--- config.mk ---
export PLATFORM = sky130hd
export DESIGN_NAME = serial_mag_comparator
export DESIGN_NICKNAME = d
export VERILOG_FILES = /design/src/rtl/cmp_pkg.sv /design/src/rtl/bit1_cmp_cell.sv /design/src/rtl/serial_mag_comparator.sv
export SDC_FILE = /design/constraint.sdc
export NUM_CORES = 1
export LEC_CHECK = 0
export ABC_AREA = 1
export CORE_MARGIN = 8
export CORE_UTILIZATION = 54
export CTS_CLUSTER_SIZE = 25
export DETAILED_ROUTE_END_ITERATION = 8
export PLACE_DENSITY = 0.88
export SYNTH_ARGS = -nofsm -noshare
export SYNTH_HDL_FRONTEND = slang
export SYNTH_SLANG_ARGS = --single-unit
--- constraint.sdc ---
create_clock -name clk -period 2.05 [get_ports clk]
set_input_delay 0.41 -clock clk [delete_from_list [all_inputs] [get_ports clk]]
set_output_delay 0.41 -clock clk [all_outputs]
set_load 0.1 [all_outputs]
--- src/rtl/cmp_pkg.sv ---
// cmp_pkg: FSM/result encodings and counter sizing shared by serial_mag_comparator.
package cmp_pkg;
    localparam logic [1:0] ST_IDLE = 2'd0;
    localparam logic [1:0] ST_CMP  = 2'd1;
    localparam logic [1:0] ST_DONE = 2'd2;
    typedef enum logic [1:0] {RES_NONE, RES_EQ, RES_GT, RES_LT} res_e;
    function automatic int cnt_w(input int width);
        return (width > 1) ? $clog2(width) : 1;
    endfunction
endpackage

--- src/rtl/bit1_cmp_cell.sv ---
// bit1_cmp_cell: 1-bit magnitude compare; inv_sense swaps the sense for a two's-complement sign bit.
module bit1_cmp_cell (
    input  logic a_bit,
    input  logic b_bit,
    input  logic inv_sense,
    output logic bgt,
    output logic blt
);
    always_comb begin
        bgt = inv_sense ? (~a_bit & b_bit) : (a_bit & ~b_bit);
        blt = inv_sense ? (a_bit & ~b_bit) : (~a_bit & b_bit);
    end
endmodule

--- src/rtl/serial_mag_comparator.sv ---
// serial_mag_comparator: MSB-first bit-serial EQ/GT/LT compare with a one-cycle done pulse.
// Define EARLY_EXIT_EN to finish on the edge that consumes the first differing bit.
module serial_mag_comparator
    import cmp_pkg::*;
#(
    parameter int WIDTH  = 8,
    parameter bit SIGNED = 1'b0
) (
    input  logic             clk,
    input  logic             rst_n,
    input  logic             start,
    input  logic [WIDTH-1:0] a,
    input  logic [WIDTH-1:0] b,
    output logic             busy,
    output logic             done,
    output logic             eq,
    output logic             gt,
    output logic             lt
);
    localparam int CNT_W = cnt_w(WIDTH);
    localparam logic [CNT_W-1:0] CNT_TOP = CNT_W'(WIDTH - 1);

    logic [1:0]       state_q, state_d;
    logic [CNT_W-1:0] cnt_q, cnt_d;
    logic [WIDTH-1:0] a_q, a_d, b_q, b_d;
    res_e             dec_q, dec_d, res_q, res_d, dec_n;
    logic             bgt, blt, finish;

    // Operands shift left, so the bit under test is always the top bit
    bit1_cmp_cell u_cell (
        .a_bit     (a_q[WIDTH-1]),
        .b_bit     (b_q[WIDTH-1]),
        .inv_sense (SIGNED && (cnt_q == CNT_TOP)),
        .bgt       (bgt),
        .blt       (blt)
    );

    always_comb begin
        dec_n = (dec_q != RES_NONE) ? dec_q : bgt ? RES_GT : blt ? RES_LT : RES_NONE;
`ifdef EARLY_EXIT_EN
        finish = (cnt_q == '0) || (dec_n != RES_NONE);
`else
        finish = (cnt_q == '0);
`endif
        state_d = state_q;
        cnt_d   = cnt_q;
        a_d     = a_q;
        b_d     = b_q;
        dec_d   = dec_q;
        res_d   = res_q;
        if (state_q != ST_CMP && start) begin
            state_d = ST_CMP;
            cnt_d   = CNT_TOP;
            a_d     = a;
            b_d     = b;
            dec_d   = RES_NONE;
            res_d   = RES_NONE;
        end else if (state_q == ST_CMP) begin
            cnt_d = cnt_q - CNT_W'(1);
            a_d   = a_q << 1;
            b_d   = b_q << 1;
            dec_d = dec_n;
            if (finish) begin
                state_d = ST_DONE;
                res_d   = (dec_n == RES_NONE) ? RES_EQ : dec_n;
            end
        end else begin
            state_d = ST_IDLE;
        end
    end

    always_ff @(posedge clk) begin
        if (!rst_n) begin
            state_q <= ST_IDLE;
            cnt_q   <= '0;
            a_q     <= '0;
            b_q     <= '0;
            dec_q   <= RES_NONE;
            res_q   <= RES_NONE;
        end else begin
            state_q <= state_d;
            cnt_q   <= cnt_d;
            a_q     <= a_d;
            b_q     <= b_d;
            dec_q   <= dec_d;
            res_q   <= res_d;
        end
    end

    assign busy = (state_q == ST_CMP);
    assign done = (state_q == ST_DONE);
    assign eq   = (res_q == RES_EQ);
    assign gt   = (res_q == RES_GT);
    assign lt   = (res_q == RES_LT);
endmodule
Word-level counts from Yosys, hierarchy flattened
Cells that the tools add are included.
{ "classes": {"n_addsub": 1, "n_reduce_logical": 8, "n_eq_ne": 7, "muxes": 13, "bitwise_logic": 6} }
{ "ops": {"columns": ["operator", "n"], "rows": [
  ["two-way mux 8 bit", 4],
  ["two-way mux 2 bit", 4],
  ["== test 2 bit, second input constant", 3],
  ["two-way mux 3 bit", 2],
  ["== test 2 x 1 -> 1 bit, second input constant", 2],
  ["NOT 1 bit", 4],
  ["nonzero test 2 bit", 2],
  ["logical NOT 3 bit", 1],
  ["two-way mux 1 bit", 3],
  ["!= test 3 x 1 -> 1 bit, second input constant", 1],
  ["OR reduction 3 bit", 1],
  ["subtractor 3 x 1 -> 3 bit, second input constant", 1],
  ["bitwise AND 1 bit", 2],
  ["logical NOT 2 bit", 1],
  ["!= test 2 x 1 -> 1 bit, second input constant", 1],
  ["AND reduction 2 bit", 1],
  ["OR reduction 2 bit", 1],
  ["logical AND 1 bit", 1]
]} }
{ "word_totals": {"out_inout_bits": 5, "register_bits": 25} }

Logic depth before layout (Yosys ltp)
Gate-level depths: netlist of the first run.
{ "logic_depth": {"ltp_word": 7, "depth_mapped": 8} }

Hierarchy
From an unflattened synthesis of the first run, not the netlist that was laid out.
{ "unflattened": {"hier_cells": 190, "hier_area_um2": 1273.7} }
{ "modules_own_cells": {"columns": ["module", "instances", "seq_area_each_um2", "cells_per_inst", "area_per_inst_um2"], "rows": [
  ["serial_mag_comparator", 1, 500.5, 181, 1234.9],
  ["bit1_cmp_cell", 1, 0.0, 9, 38.8]
]} }

Worst setup path before layout of the first run
OpenSTA, ideal clock, no wires.
{ "synth_path": {"path_kind": "register to output", "from": "reg state_q[1]", "to": "out done", "slack_ns": -0.034, "n_path_buf": 0, "required_time_ns": 1.640, "stages_incl_launch_ff": 3, "t_arrival_ns": 1.674, "cell_sequence": "dfxtp_1 > inv_2 > nor2_1"} }
{ "synth_between": {"elab_chain_cells": 1} }
{ "synth_rtl": {"columns": ["item", "line", "rtl"], "rows": [
  ["start, declared", "serial_mag_comparator.sv:23", "logic [1:0] state_q, state_d;"],
  ["start signal, assigned", "serial_mag_comparator.sv:81", "state_q <= state_d;"],
  ["== test 2 bit", "serial_mag_comparator.sv:91", "assign done = (state_q == ST_DONE);"],
  ["end, declared", "serial_mag_comparator.sv:15", "output logic done,"]
]} }
No other way between the ends.

Worst setup path in the final report of the first run
{ "layout_path": {"from": "reg state_q[0]", "to": "out busy"} }
{ "layout_between": {"elab_chain_cells": 1} }
{ "layout_rtl": {"columns": ["item", "line", "rtl"], "rows": [
  ["== test 2 x 1 -> 1 bit", "serial_mag_comparator.sv:90", "assign busy = (state_q == ST_CMP);"],
  ["end, declared", "serial_mag_comparator.sv:14", "output logic busy,"]
]} }
No other way between the ends.

==> results.py, run 1 <==
metrics = {
    "clocking": {
        "clock-sinks": 25,
        "clkSlewWorstSetupHoldPaths_ps": 140,
        "clock-root-buffer": "clkbuf_4",
        "cts_resized": 0,
        "cts_buffers": 3,
        "tritoncts": "yes",
        "cts_buffer_depth": 2,
        "h-tree-depth": 1,
        "ctsHoldBuffers": 0,
        "clk_latency_ps": 320,
        "cts_setup_buffers": 0,
    },
    "final_layout": {
        "fin_util_pct": 69.27,
        "area_delta_synth_final_pct": 22.65,
        "design_area_um2": 1518,
        "fillers": 193,
        "drive_gt1_share_pct": 9.500,
        "nNetsFinal": 223,
        "antennaDiodeCount": 0,
        "fin_cells": 228,
    },
    "power": {
        "seqPwrFrac_pct": 53.0,
        "p_int_uw": 692.8,
        "p_clk_share_pct": 22.4,
        "power_density_nw_per_um2": 667.6,
        "p_sw_share_pct": 31.63,
        "share_comb_of_total_power_pct": 24.6,
        "power.leakage_uw": 0.0007663,
        "p_switching_uw": 320.5,
        "ir_worst_vdd_uv": 497.8,
    },
    "global_route": {
        "grt_first_pass_wirelength_um": 4485,
        "grt.overflow.total": 0,
        "grt_max_degree": 32,
        "grt_pass1_vias": 1112,
        "grt_usage_pct": 13.06,
        "grt_antenna_before_repair": 0,
    },
    "logic_synthesis": {
        "avgSynthCellArea_um2": 6.875,
        "synth_area_um2": 1237,
        "ys_types": 17,
        "syn_inst": 180,
        "yosysWarnings": 0,
        "syn_nets": 202,
        "netlist.area_leader.share_pct": 40.44,
        "yosysSeqAreaShare_pct": 40.44,
        "ys_top_cells_by_area": "dfxtp_1, nand3_1, nand2_1, inv_1, buf_4",
        "synth_area_leader_cell": "dfxtp_1",
        "ys_ff_latch": 25,
    },
    "placed_design": {
        "gp_congestion": 0.7656,
        "dpl-instance-area_um2": 1490,
        "post-place-cells": 224,
        "port-buffer-count": 23,
        "dp_hpwl_um": 2053,
    },
    "floorplanning": {
        "coreArea_um2": 2191,
        "die_h_um": 63.87,
        "io_pins": 24,
        "dieArea_um2": 4079,
        "start_util_pct": 56.48,
        "dieWidth_um": 63.87,
        "fp-row-count": 17,
    },
    "routing": {
        "via_per_inst": 5.136,
        "drt_wl_total_um": 2640,
        "drc_errors": 0,
        "drt-initial-drc-count": 70,
        "dr.pass1.iters": 4,
        "wl_per_cell_um": 11.58,
        "via_count": 1171,
        "drtAntennaViolNets": 0,
    },
    "timing": {
        "finalMaxSlewViolations": 0,
        "fin_skew_ps": 1.098,
        "rsz0062_at_grt": "no",
        "report.final.setup_viol": 0,
        "hold_violations": 0,
        "setup_tns_ps": 0,
        "min_period_ps": 1683,
        "fin_crit_sh_pct": 82.10,
        "worstMarginPinSlew_ps": 525.4,
        "fmaxAchievable_mhz": 594.1,
        "slew_headroom_pct": 64.85,
    },
    "min_path": {
        "min_path_type": "register to register",
    },
    "worst_setup_path": {
        "cp.required_ps": 1640,
        "cp_max_fo": 11,
        "crit_type": "register to output port",
        "critical_path_arrival_ps": 1270,
        "start_kind": "register",
        "end_kind": "output port",
    },
    "flow_run": {
        "cap_violations": 0,
    },
    "outcome": {
        "outcome": "finished, final reports clean",
    },
}
[stage by stage]
step	worst slack [ps]	hold slack, ps	power [uW]
floorplan	-0.1127	444.2	726.1
global placement	512.8	463.2	786.7
detailed placement	475.8	464.0	797.1
CTS	359.5	483.9	1020
global route	285.5	510.7	1063
finish	366.9	479.5	1013
[worst paths after layout]
check / slack (ps) / endpoint / cells after the start / start
setup reg to reg: 560 / b_q[0] / 6 / state_q[1]
hold / removal: 480 / a_q[0] / 2 / a_q[0]
setup / recovery: 370 / busy / 3 / state_q[0]
hold reg to reg: 480 / a_q[0] / 2 / a_q[0]
[Yosys cell counts, drive strengths merged]
library cell,instances
nand3,44
ha,3
o21ai,3
nor3,1
dfxtp,25
buf,10
nor2,12
nand2,46
a21oi,6
a31oi,1
a21o,1
inv,28
[state kept, by name (all words and copies together), names as in the netlist]
register,cells
b_q,8
state_q,2
res_q,2
cnt_q,3
a_q,8
dec_q,2
[cells in the final DEF, fill, tap and decap left out]
cell	n
o21ai_0	3
a21o_1	1
clkinv_2	1
nor2_1	9
nor3_1	1
clkbuf_4	3
nand3_1	44
inv_1	25
nand2_2	1
buf_4	4
a21oi_1	6
ha_1	3
a31oi_1	1
nand2_1	45
buf_12	4
dfxtp_1	25
inv_2	3
clkdlybuf4s50_1	18
nor2_4	2
nor2_2	1
[routing by layer]
metal / global-route usage, % / wire length, um
met1: 13.81 / 1092
met2: 24.09 / 1367
met3: 2.787 / 154
met4: 5.850 / 26
met5: 0 / 0
[critical path, cell delays in order, from the launching register on]
cell and delay (ps):
dfxtp_1 410, inv_2 60, nor2_4 250, buf_12 220
[cell type report]
cell class	instances	area (um^2)	share of cell area, %
well taps	28	35.03	2.308
multi-input cells	117	559.3	36.85
clock inverters	1	5.005	0.3298
clock buffers	3	22.52	1.484
flip-flops and latches	25	500.5	32.98
repair buffers	26	290.3	19.13
inverters	28	105.1	6.925
[power groups by stage]
stage | logic [uW] | clock network (uW) | registers [uW]
2_1_floorplan | 182 | 0 | 544
3_3_place_gp | 240 | 0 | 547
3_5_place_dp | 249 | 0 | 548
4_1_cts | 250 | 233 | 537
5_1_grt | 275 | 247 | 541
6_report | 249 | 227 | 537
[kinds of logic after synthesis]
kind of cell,Yosys count,share of synthesized area [%]
AND/OR/NAND/NOR,103,37.21
buffers and inverters,38,14.56
flip-flops,25,40.44
AO/OA/AOI/OAI,11,4.753
adder cells (fa/ha/maj),3,3.034
Note: power is estimated with default switching activity, not from simulation.
==> run 2: changes to the inputs <==
- CORE_UTILIZATION: 54 -> 45
- PLACE_DENSITY: 0.88 -> 0.79
- clock period: 2.05 -> 1.4 ns (I/O delays scaled with it)
==> run 2 against run 1 <==
Compared with the run above: non-clock buffer count increased by 3; combinational power increased by 57%; clock skew increased by 4.1 ps; count of clock-buffer cells in the layout unchanged; die area increased by 15%; utilization decreased by 9.5 points; register-to-register slack got worse by 400 ps; sequential power increased by 47%; hold slack about the same; total power increased by 49%; critical path depth unchanged; largest power group unchanged.
==> results.py, run 2 (synthesized netlist as in run 1, its figures left out) <==
metrics = {
    "outcome": {
        "outcome": "finished, final reports clean",
    },
    "clocking": {
        "clkSlewWorstSetupHoldPaths_ps": 140,
        "cts_buffers": 3,
        "cts_buffer_depth": 2,
        "ctsHoldBuffers": 0,
        "clk_latency_ps": 330,
        "clock-sinks": 25,
        "clock-root-buffer": "clkbuf_4",
        "h-tree-depth": 1,
        "tritoncts": "yes",
    },
    "worst_setup_path": {
        "crit_type": "register to output port",
        "cp.required_ps": 1120,
        "start_kind": "register",
        "crit_chain": "inv_4 -> nor2_4 -> buf_12",
        "critical_path_arrival_ps": 1080,
        "rrSetupSlack_ps": 160,
        "crit_path_start": "state_q[0]",
        "end_kind": "output port",
        "path_buf_inv": 2,
        "rr_worst_depth": 8,
        "cp_max_fo": 3,
        "crit_family": "flip-flops",
        "slowest_delay_ps": 410,
        "r2r_start": "state_q[0]",
        "slowest_stage": "dfxtp_4",
        "timing.rr.end": "b_q[2]",
    },
    "routing": {
        "drt_wl_total_um": 2580,
        "wl_per_cell_um": 11.03,
        "drtAntennaViolNets": 0,
        "via_count": 1166,
        "drc_errors": 0,
        "via_per_inst": 4.983,
        "drt-initial-drc-count": 84,
        "dr.pass1.iters": 4,
    },
    "final_layout": {
        "multi_input_area_um2": 579.3,
        "mostFrequentLayoutCell": "nand2_1",
        "drive_gt1_share_pct": 14.78,
        "layout_common_cells": "nand2_1, nand3_1, inv_1, dfxtp_1, clkdlybuf4s50_1",
        "antennaDiodeCount": 0,
        "area_delta_synth_final_pct": 29.83,
        "seq_area_um2": 513.0,
        "fillers": 259,
        "reg.largest.list": "a_q (8), b_q (8), cnt_q (3)",
        "nNetsFinal": 226,
        "fin_util_pct": 59.80,
    },
    "power": {
        "p_int_uw": 1034,
        "power_density_nw_per_um2": 941.6,
        "seqPwrFrac_pct": 52.1,
        "share_comb_of_total_power_pct": 25.8,
        "p_switching_uw": 478.8,
        "p_sw_share_pct": 31.66,
        "ir_worst_vdd_uv": 631.7,
        "p_clk_share_pct": 22.1,
        "power.leakage_uw": 0.0007909,
    },
    "floorplanning": {
        "dieWidth_um": 68.44,
        "die_h_um": 68.44,
        "start_util_pct": 46.06,
        "fp-row-count": 19,
        "io_pins": 24,
        "coreArea_um2": 2686,
        "dieArea_um2": 4684,
    },
    "timing": {
        "slew_headroom_pct": 76.92,
        "fin_crit_sh_pct": 97.47,
        "rsz0062_at_grt": "yes",
        "hold_violations": 0,
        "holdWs_ps": 479.8,
        "fin_skew_ps": 5.187,
        "setup_tns_ps": 0,
        "fmaxAchievable_mhz": 732.8,
        "min_period_ps": 1365,
        "finalMaxSlewViolations": 0,
        "report.final.setup_viol": 0,
        "worstMarginPinSlew_ps": 344.9,
    },
    "placed_design": {
        "gp_congestion": 0.7888,
        "dp_hpwl_um": 1866,
        "port-buffer-count": 23,
    },
    "global_route": {
        "grt_pass1_vias": 1020,
        "grt_antenna_before_repair": 0,
        "grt_usage_pct": 12.30,
        "grt_first_pass_wirelength_um": 4367,
        "grt_max_degree": 23,
        "grt.overflow.total": 0,
    },
    "min_path": {
        "min_path_type": "register to register",
        "min_to": "b_q[0]",
        "whs_path_depth": 2,
        "min_from": "b_q[0]",
    },
    "flow_run": {
        "cap_violations": 0,
    },
}
## run 2: power groups by stage
stage | combinational [uW] | sequential, uW | clock [uW]
CTS | 386 | 788 | 354
global route | 433 | 795 | 376
detailed placement | 378 | 803 | 0
global placement | 372 | 802 | 0
finish | 390 | 787 | 335
floorplan | 268 | 798 | 0
## run 2: through the flow
stage	setup WS [ps]	power (uW)	instances	instance area (um^2)
after floorplan	-72.43	1066	180	1250
after global placement	28.06	1174	228	1536
after detailed placement	-23.40	1181	228	1536
after CTS	-6.630	1528	233	1578
after global routing	-25.07	1605	234	1607
final	35.37	1513	234	1607
## run 2: worst min-delay path, stage by stage, from the launching register on
cell and delay (ps):
dfxtp_1 340, nand2_1 60, a21oi_1 50
## run 2: worst max path at each step
stage / cells after the start / to / slack, ps
2_1_floorplan: 2 / gt / -70
3_3_place_gp: 6 / a_q[7] / 30
3_5_place_dp: 6 / b_q[2] / -20
4_1_cts: 3 / busy / -7
5_1_grt: 3 / busy / -30
6_report: 3 / busy / 40
## run 2: timing repair
item,4_1_cts,5_1_grt
pin swaps,1,3
gates resized for setup,4,9
setup buffers,1,1
setup endpoints to repair,3,4
## run 2: area by class of cell
class,instances,share of cell area (%)
clock buffer,3,1.402
timing repair buffer,29,21.03
clock inverter,1,0.3115
tap,31,2.414
multi-input combinational,117,36.06
sequential,25,31.93
inverter,28,6.854
## run 2: layer usage
metal	vias up	global-route usage [%]	wire, um
met3	5	2.128	100
met4	0	9.719	84
met2	20	18.47	1160
li1	610	-	-
met1	531	15.14	1234
met5	-	0	0
